**config.mk**
```make
export PLATFORM = sky130hd
export DESIGN_NAME = fifo_uart_tx_flat
export DESIGN_NICKNAME = d
export VERILOG_FILES = /design/src/rtl/fifo_uart_tx_if.sv /design/src/rtl/fifo_uart_tx.sv /design/src/flat_wrapper.sv
export SDC_FILE = /design/constraint.sdc
export NUM_CORES = 1
export LEC_CHECK = 0
export CELL_PAD_IN_SITES_DETAIL_PLACEMENT = 1
export CELL_PAD_IN_SITES_GLOBAL_PLACEMENT = 1
export CORE_MARGIN = 2
export CORE_UTILIZATION = 44
export CTS_BUF_LIST = sky130_fd_sc_hd__clkbuf_4 sky130_fd_sc_hd__clkbuf_8
export DETAILED_ROUTE_END_ITERATION = 10
export PLACE_DENSITY = 0.82
export SLEW_MARGIN = 20
export SYNTH_ARGS = -nofsm -noshare
export SYNTH_HDL_FRONTEND = slang
export SYNTH_SLANG_ARGS = --single-unit
```
**constraint.sdc**
```tcl
create_clock -name clk -period 2.7 [get_ports clk]
set_clock_uncertainty 0.2 [all_clocks]
set_input_delay 0.405 -clock clk [delete_from_list [all_inputs] [get_ports clk]]
set_output_delay 0.405 -clock clk [all_outputs]
set_load 0.01 [all_outputs]
```
**src/rtl/fifo_uart_tx_if.sv**
```systemverilog
// Signal bundle between fifo_uart_tx and its surroundings: FIFO read side plus the UART line
// and status. The master modport is the transmitter's view; the slave modport is the FIFO/system view.
interface fifo_uart_tx_if;
    logic       tx_enable;
    logic       fifo_empty;
    logic [7:0] fifo_data;
    logic       fifo_rd_en;
    logic       tx;
    logic       busy;
    logic       tx_done;

    modport master (
        input  tx_enable, fifo_empty, fifo_data,
        output fifo_rd_en, tx, busy, tx_done
    );

    modport slave (
        output tx_enable, fifo_empty, fifo_data,
        input  fifo_rd_en, tx, busy, tx_done
    );
endinterface

```
**src/rtl/fifo_uart_tx.sv**
```systemverilog
// UART transmitter that pops bytes from an 8-entry FIFO and serialises them LSB first,
// with optional even parity and 1 or 2 stop bits. All outputs come straight from flops.
module fifo_uart_tx #(
    parameter int unsigned CLKS_PER_BIT = 1085,
    parameter int unsigned PARITY_EN    = 0,
    parameter int unsigned STOP_BITS    = 1
) (
    input  logic           clk,
    input  logic           rst,
    fifo_uart_tx_if.master bus
);
    localparam int unsigned   CW        = $clog2(CLKS_PER_BIT);
    localparam logic [CW-1:0] CNT_LAST  = CW'(CLKS_PER_BIT - 1);
    localparam logic [2:0]    STOP_LAST = 3'(STOP_BITS - 1);

    typedef enum logic [2:0] {
        IDLE,
        FETCH,
        LOAD,
        START,
        DATA,
        PARITY,
        STOP
    } state_t;

    state_t        state_q, state_d;
    logic [CW-1:0] cnt_q, cnt_d;
    logic [2:0]    bit_q, bit_d;
    logic [7:0]    shreg_q, shreg_d;
    logic          parity_q, parity_d;
    logic          tx_q, tx_d;
    logic          rd_en_q, rd_en_d;
    logic          busy_q, busy_d;
    logic          done_q, done_d;
    logic          bit_end;

    assign bit_end = (cnt_q == CNT_LAST);

    always_comb begin
        // NOTE: every variable gets a default before the case so no path leaves it
        // unassigned; otherwise synthesis would infer a latch to hold the old value.
        state_d  = state_q;
        cnt_d    = cnt_q;
        bit_d    = bit_q;
        shreg_d  = shreg_q;
        parity_d = parity_q;
        done_d   = 1'b0;

        case (state_q)
            IDLE: begin
                cnt_d = '0;
                bit_d = '0;
                if (bus.tx_enable && !bus.fifo_empty) begin
                    state_d = FETCH;
                end
            end
            FETCH: begin
                state_d = LOAD;
            end
            LOAD: begin
                shreg_d  = bus.fifo_data;
                parity_d = ^bus.fifo_data;
                state_d  = START;
            end
            START: begin
                if (bit_end) begin
                    cnt_d   = '0;
                    state_d = DATA;
                end else begin
                    cnt_d = cnt_q + CW'(1);
                end
            end
            DATA: begin
                if (bit_end) begin
                    cnt_d = '0;
                    if (bit_q == 3'd7) begin
                        bit_d   = '0;
                        state_d = (PARITY_EN != 0) ? PARITY : STOP;
                    end else begin
                        bit_d   = bit_q + 3'd1;
                        shreg_d = shreg_q >> 1;
                    end
                end else begin
                    cnt_d = cnt_q + CW'(1);
                end
            end
            PARITY: begin
                if (bit_end) begin
                    cnt_d   = '0;
                    state_d = STOP;
                end else begin
                    cnt_d = cnt_q + CW'(1);
                end
            end
            STOP: begin
                if (bit_end) begin
                    cnt_d = '0;
                    if (bit_q == STOP_LAST) begin
                        bit_d   = '0;
                        state_d = IDLE;
                        done_d  = 1'b1;
                    end else begin
                        bit_d = bit_q + 3'd1;
                    end
                end else begin
                    cnt_d = cnt_q + CW'(1);
                end
            end
            default: begin
                state_d = IDLE;
            end
        endcase

        // Outputs are decoded from the next state so the registered copies line up with it.
        case (state_d)
            START:   tx_d = 1'b0;
            DATA:    tx_d = shreg_d[0];
            PARITY:  tx_d = parity_d;
            default: tx_d = 1'b1;
        endcase
        rd_en_d = (state_d == FETCH);
        busy_d  = (state_d != IDLE);
    end

    always_ff @(posedge clk) begin
        // NOTE: non-blocking assignments so every flop samples pre-edge values,
        // independent of the order of statements in this block.
        if (rst) begin
            state_q  <= IDLE;
            cnt_q    <= '0;
            bit_q    <= '0;
            shreg_q  <= '0;
            parity_q <= 1'b0;
            tx_q     <= 1'b1;
            rd_en_q  <= 1'b0;
            busy_q   <= 1'b0;
            done_q   <= 1'b0;
        end else begin
            state_q  <= state_d;
            cnt_q    <= cnt_d;
            bit_q    <= bit_d;
            shreg_q  <= shreg_d;
            parity_q <= parity_d;
            tx_q     <= tx_d;
            rd_en_q  <= rd_en_d;
            busy_q   <= busy_d;
            done_q   <= done_d;
        end
    end

    assign bus.tx         = tx_q;
    assign bus.fifo_rd_en = rd_en_q;
    assign bus.busy       = busy_q;
    assign bus.tx_done    = done_q;
endmodule

```
**src/flat_wrapper.sv**
```systemverilog
// flat-port wrapper written by rule: the top's interface ports become plain ports
module fifo_uart_tx_flat 
#(
    parameter int unsigned CLKS_PER_BIT = 1085,
    parameter int unsigned PARITY_EN    = 0,
    parameter int unsigned STOP_BITS    = 1
)
  (clk, rst, bus_tx_enable, bus_fifo_empty, bus_fifo_data, bus_fifo_rd_en, bus_tx, bus_busy, bus_tx_done);
  fifo_uart_tx_if bus_i ();
  input  logic clk;
  input  logic rst;
  input wire logic [$bits(bus_i.tx_enable)-1:0] bus_tx_enable;
  input wire logic [$bits(bus_i.fifo_empty)-1:0] bus_fifo_empty;
  input wire logic [$bits(bus_i.fifo_data)-1:0] bus_fifo_data;
  output wire logic [$bits(bus_i.fifo_rd_en)-1:0] bus_fifo_rd_en;
  output wire logic [$bits(bus_i.tx)-1:0] bus_tx;
  output wire logic [$bits(bus_i.busy)-1:0] bus_busy;
  output wire logic [$bits(bus_i.tx_done)-1:0] bus_tx_done;
  assign bus_i.tx_enable = bus_tx_enable;
  assign bus_i.fifo_empty = bus_fifo_empty;
  assign bus_i.fifo_data = bus_fifo_data;
  assign bus_fifo_rd_en = bus_i.fifo_rd_en;
  assign bus_tx = bus_i.tx;
  assign bus_busy = bus_i.busy;
  assign bus_tx_done = bus_i.tx_done;
  fifo_uart_tx #(.CLKS_PER_BIT(CLKS_PER_BIT), .PARITY_EN(PARITY_EN), .STOP_BITS(STOP_BITS)) u_core (.clk(clk), .rst(rst), .bus(bus_i));
endmodule
```
Word level (Yosys, flattened, before mapping):

Index checks and enable logic that the tools add are counted.

* output and inout port bits: 4
* flip-flop bits (word level): 30
* logic and storage cells: 63

* muxes and demuxes: 21
* reductions and logical operators: 13
* bitwise operators: 2
* add/sub/neg operators: 2
* equal/unequal tests: 15

Operator list (count)
* 3-bit 2-to-1 mux: 11
* 11-bit case mux with 2 select lines: 1
* 3-bit case mux with 7 select lines: 1
* 3-bit == test (second input constant): 6
* 8-bit 2-to-1 mux: 2
* 8-bit case mux with 2 select lines: 1
* 11-bit by 1-bit adder with 11-bit output (second input constant): 1
* 11-bit == test (second input constant): 1
* 11-bit 2-to-1 mux: 1
* 3-bit by 2-bit == test with 1-bit output (second input constant): 3
* 3-bit case mux with 3 select lines: 1
* 8-bit XOR reduction: 1
* 3-bit by 1-bit == test with 1-bit output (second input constant): 2
* 3-bit zero test: 2
* 3-bit AND reduction: 2
* 3-bit nonzero test: 2
* 2-bit by 1-bit inequality test with 1-bit output (second input constant): 2
* 2-bit nonzero test: 2
* 4-bit OR reduction: 1
* 3-bit by 1-bit adder with 3-bit output (second input constant): 1
* 1-bit case mux with 3 select lines: 1
* 3-bit OR reduction: 1
* 1-bit 2-to-1 mux: 2
* 2-bit inequality test (second input constant): 1
* 3 further kinds: 4

Longest topological paths before layout:

* depth in word-level cells: 6
* mapped depth: 8
* gate-level depth less buffers: 7

Least setup slack after synthesis:

No wires, ideal clock.

* path kind: reg2reg
* start point: reg u_core.bit_q[0]
* end point: reg u_core.tx_q, in the netlist u_core.bus.tx
* setup time: 0.130 ns
* buffers on the path: 0
* cell stages (with the launch flop): 8
* slack: 0.389 ns
* arrival: 1.980 ns
* path through: dfxtp_1 > ha_1 > ha_1 > or4b_4 > nor4_4 > nor3b_1 > nor4b_1 > o31ai_1

* longest elaborated chain between the ends: 6
* elaborated cells between the ends (all ways): 14
* classes of those cells: eq/ne: 4; mux: 9; reduce/logical: 1

RTL lines
* from (decl): line fifo_uart_tx.sv:28 `logic [2:0] bit_q, bit_d;`
* from (signal assigned): line fifo_uart_tx.sv:141 `bit_q <= bit_d;`
* 3-bit == test / 3-bit zero test (equally long branches): line fifo_uart_tx.sv:76, fifo_uart_tx.sv:98
* 3-bit 2-to-1 mux, on equally long branches: line fifo_uart_tx.sv:76, fifo_uart_tx.sv:98
* 3-bit 2-to-1 mux, on equally long branches: line fifo_uart_tx.sv:74, fifo_uart_tx.sv:96
* 3-bit case mux with 7 select lines: line fifo_uart_tx.sv:49 `case (state_q)`
* 3-bit == test / 3-bit by 2-bit == test with 1-bit output (equally long branches): line fifo_uart_tx.sv:115 `case (state_d)`
* 1-bit case mux with 3 select lines (*): line fifo_uart_tx.sv:115
* to (signal assigned): line fifo_uart_tx.sv:144 `tx_q <= tx_d;`
* to (decl): line fifo_uart_tx.sv:31 `logic tx_q, tx_d;`

Mark *: on every way between the ends. The rest lies on a longest branch, timed or not. The select of a mux whose other input is x is not followed.
A chain may end at the register's enable or synchronous reset.

Worst setup path after layout:

* start point: reg u_core.cnt_q[0]
* end point: reg u_core.tx_q, in the netlist u_core.bus.tx

* longest elaborated chain between the ends: 5
* elaborated cells between the ends (all ways): 12
* classes of those cells: eq/ne: 4; mux: 8

RTL lines
* from (decl): line fifo_uart_tx.sv:27 `logic [CW-1:0] cnt_q, cnt_d;`
* from (signal assigned): line fifo_uart_tx.sv:140 `cnt_q <= cnt_d;`
* 11-bit == test (*): line fifo_uart_tx.sv:37 `assign bit_end = (cnt_q == CNT_LAST);`
* 3-bit 2-to-1 mux, on equally long branches
* 3-bit case mux with 7 select lines: line fifo_uart_tx.sv:49
* 3-bit == test / 3-bit by 2-bit == test with 1-bit output (equally long branches): line fifo_uart_tx.sv:115
* 1-bit case mux with 3 select lines (*): line fifo_uart_tx.sv:115

Marks and branches as above.

==> metrics <==
Starting Density 46.1%; Antenna Violating Nets Remaining 0; Setup TNS 0 ns; chip height 65.9 um; post-CTS sizing 0; vias 1564; normalized max-slew margin 49.5%; Die ar. 0.00435 sq mm; post-synthesis sequential area ratio 35.6%; CTS Buf Count 5; syn nets 215; max cap viols 0; Filler cells 442; Reg clk slew, reported paths 0.06 ns; multi-input logic area 0.00100 sq mm; row count 22; Seq cells post-synth 30; EDFF count, synth 0; Post-Route WL 4330 um; placed cell areas 0.00189 sq mm; GRT overflow 0; synthesis-to-finish area growth 16.9%; n_diodes 0; RSZ-0062 raised after global routing false; htree depth 2; layout cells sized above 1 9.35%; CTS tree done; Fin. Hold Viols 0; number of global-route vias before repair 1585; # IOs 16; Final Non-Filler Cells 262; largest net degree at the start of global routing 16; Pre-antenna DRT Iters 4; IO buf count 15; WL/cell 16.5 um; post-synthesis async set-or-reset flop share 0%; crit path kind register to register; Synth area leaders dfxtp_1 36%, a21oi_1 5.6%, nor2_1 5.1%, nand2_1 4.2%, ha_1 3.7%; Worst Setup End Kind register; CP arrival 2.41 ns; FMAX 405 MHz; Unique masters post-synth 45; Final WS setup 0.232 ns; Seq. cell area 601 sq um; Initial DRC Count 111; crit-path max FO 6; clock buffer depth 2; fin nets 232; actual slew at the worst max-slew pin 0.757 ns; Vias/cell 5.97; Hold Path Class register to register; Req. time, crit path 2.64 ns; share of the synthesized area in the top cell type 35.6%; power after layout 1.00 mW; gp weighted congestion 0.771; final instance area 0.00197 sq mm; endpoints failing setup 0; prevailing post-synth register cell dfxtp_1; total track usage 22.6%; status completed; Power Density 507 mW/mm^2; clock tree root buffer cell clkbuf_8; Startpoint Class register; maximum vdd drop 0.306 mV; P_leak 0.671 nW; initial antenna violation count 0; dpl ws 0.233 ns; drc violations 0; mapped cell area 0.00169 sq mm; die width 65.9 um; Avg Inst Size Synth 8.52 sq um; most common cell after layout, fill and taps aside dfxtp_1; commonest cells after routing, fill and taps aside 30 x dfxtp_1, 23 x nor2_1, 19 x nand2_1, 19 x a21oi_1, 15 x clkdlybuf4s50_1; Syn. warnings 0; Clock Latency Late Sink 0.28 ns; core area 0.00366 sq mm; post-synth top area cell dfxtp_1; fin. max-slew vios 0; Final HPWL DP 3330 um; post-CTS setup buffer count 0; CTS Hold Buffers Added 0; final period utilization 91.4%; Syn Inst Count 198; Tmin final 2.47 ns; first-pass GRT wire length 7360 um; Placed Cells 256; Sink Count 30
## stage by stage
| step | utilization (%) | hold WS [ns] |
|---|---|---|
| floorplan | - | 0.236 |
| global placement | 51.6 | 0.246 |
| detailed placement | 51.6 | 0.263 |
| CTS | 53.9 | 0.271 |
| global route | 53.9 | 0.293 |
| finish | 53.9 | 0.271 |
## flip-flops by register name, summed over array words and instances (netlist names)
signal / cells
u_core.cnt_q: 11
u_core.bus.fifo_rd_en: 1
u_core.bus.busy: 1
u_core.parity_q: 1
u_core.bus.tx_done: 1
u_core.bit_q: 3
u_core.state_q: 3
u_core.shreg_q: 8
u_core.bus.tx: 1
## power breakdown
group | internal, mW | total [mW] | switching (mW)
clock | 0.196 | 0.354 | 0.158
sequential | 0.461 | 0.481 | 0.0202
combinational | 0.0764 | 0.165 | 0.0885
total | 0.733 | 1.00 | 0.267
## per-layer routing
| layer | vias to the layer above | track usage, % | share of wire (%) |
|---|---|---|---|
| li1 | 754 | - | - |
| met4 | 0 | 9.95 | 2.2 |
| met5 | - | 0 | 0 |
| met2 | 26 | 39.1 | 51 |
| met3 | 11 | 5.28 | 3.0 |
| met1 | 773 | 26.6 | 44 |
## cells in the mapped netlist (4+ instances only)
library cell,n
o21ai_0,8
ha_1,5
dfxtp_1,30
a21oi_1,19
nor2_1,23
inv_1,8
xnor2_1,7
nand2_1,19
a22oi_1,6
nor3_1,6
nor3b_1,4
nand3_1,5
a311oi_1,4
clkbuf_1,7
## cells by family after synthesis
group                      share of synthesized area [%]
AOI/OAI and AO/OA                                   22.5
xor gates and xnor gates                            4.15
adders and majority gates                           3.71
buffers and inverters                               4.89
DFF                                                 35.6
muxes                                               2.52
and+or+nand+nor                                     26.7
## worst max-delay path: stages, from the launching register on
cell       delay [ns]
dfxtp_1          0.33
inv_1            0.10
ha_1             0.20
nand4bb_4        0.17
or3_1            0.55
mux2i_1          0.19
a2111oi_0        0.46
o31ai_1          0.13
## final cells by class
| cell class | instances | share of cell area, % |
|---|---|---|
| multi-input cells | 149 | 50.9 |
| inverters | 8 | 1.52 |
| repair buffers | 21 | 9.89 |
| flip-flops and latches | 30 | 30.4 |
| clock buffers | 6 | 4.19 |
| well taps | 48 | 3.04 |
## worst paths after layout
check	from	endpoint	slack (ns)	cells past startpoint
setup / recovery	u_core.cnt_q[0]	u_core.bus.tx	0.23	7
hold reg to reg	u_core.shreg_q[4]	u_core.shreg_q[4]	0.27	2
hold / removal	u_core.shreg_q[4]	u_core.shreg_q[4]	0.27	2
setup reg to reg	u_core.cnt_q[0]	u_core.bus.tx	0.23	7
Power figures use the tool's default switching activity.
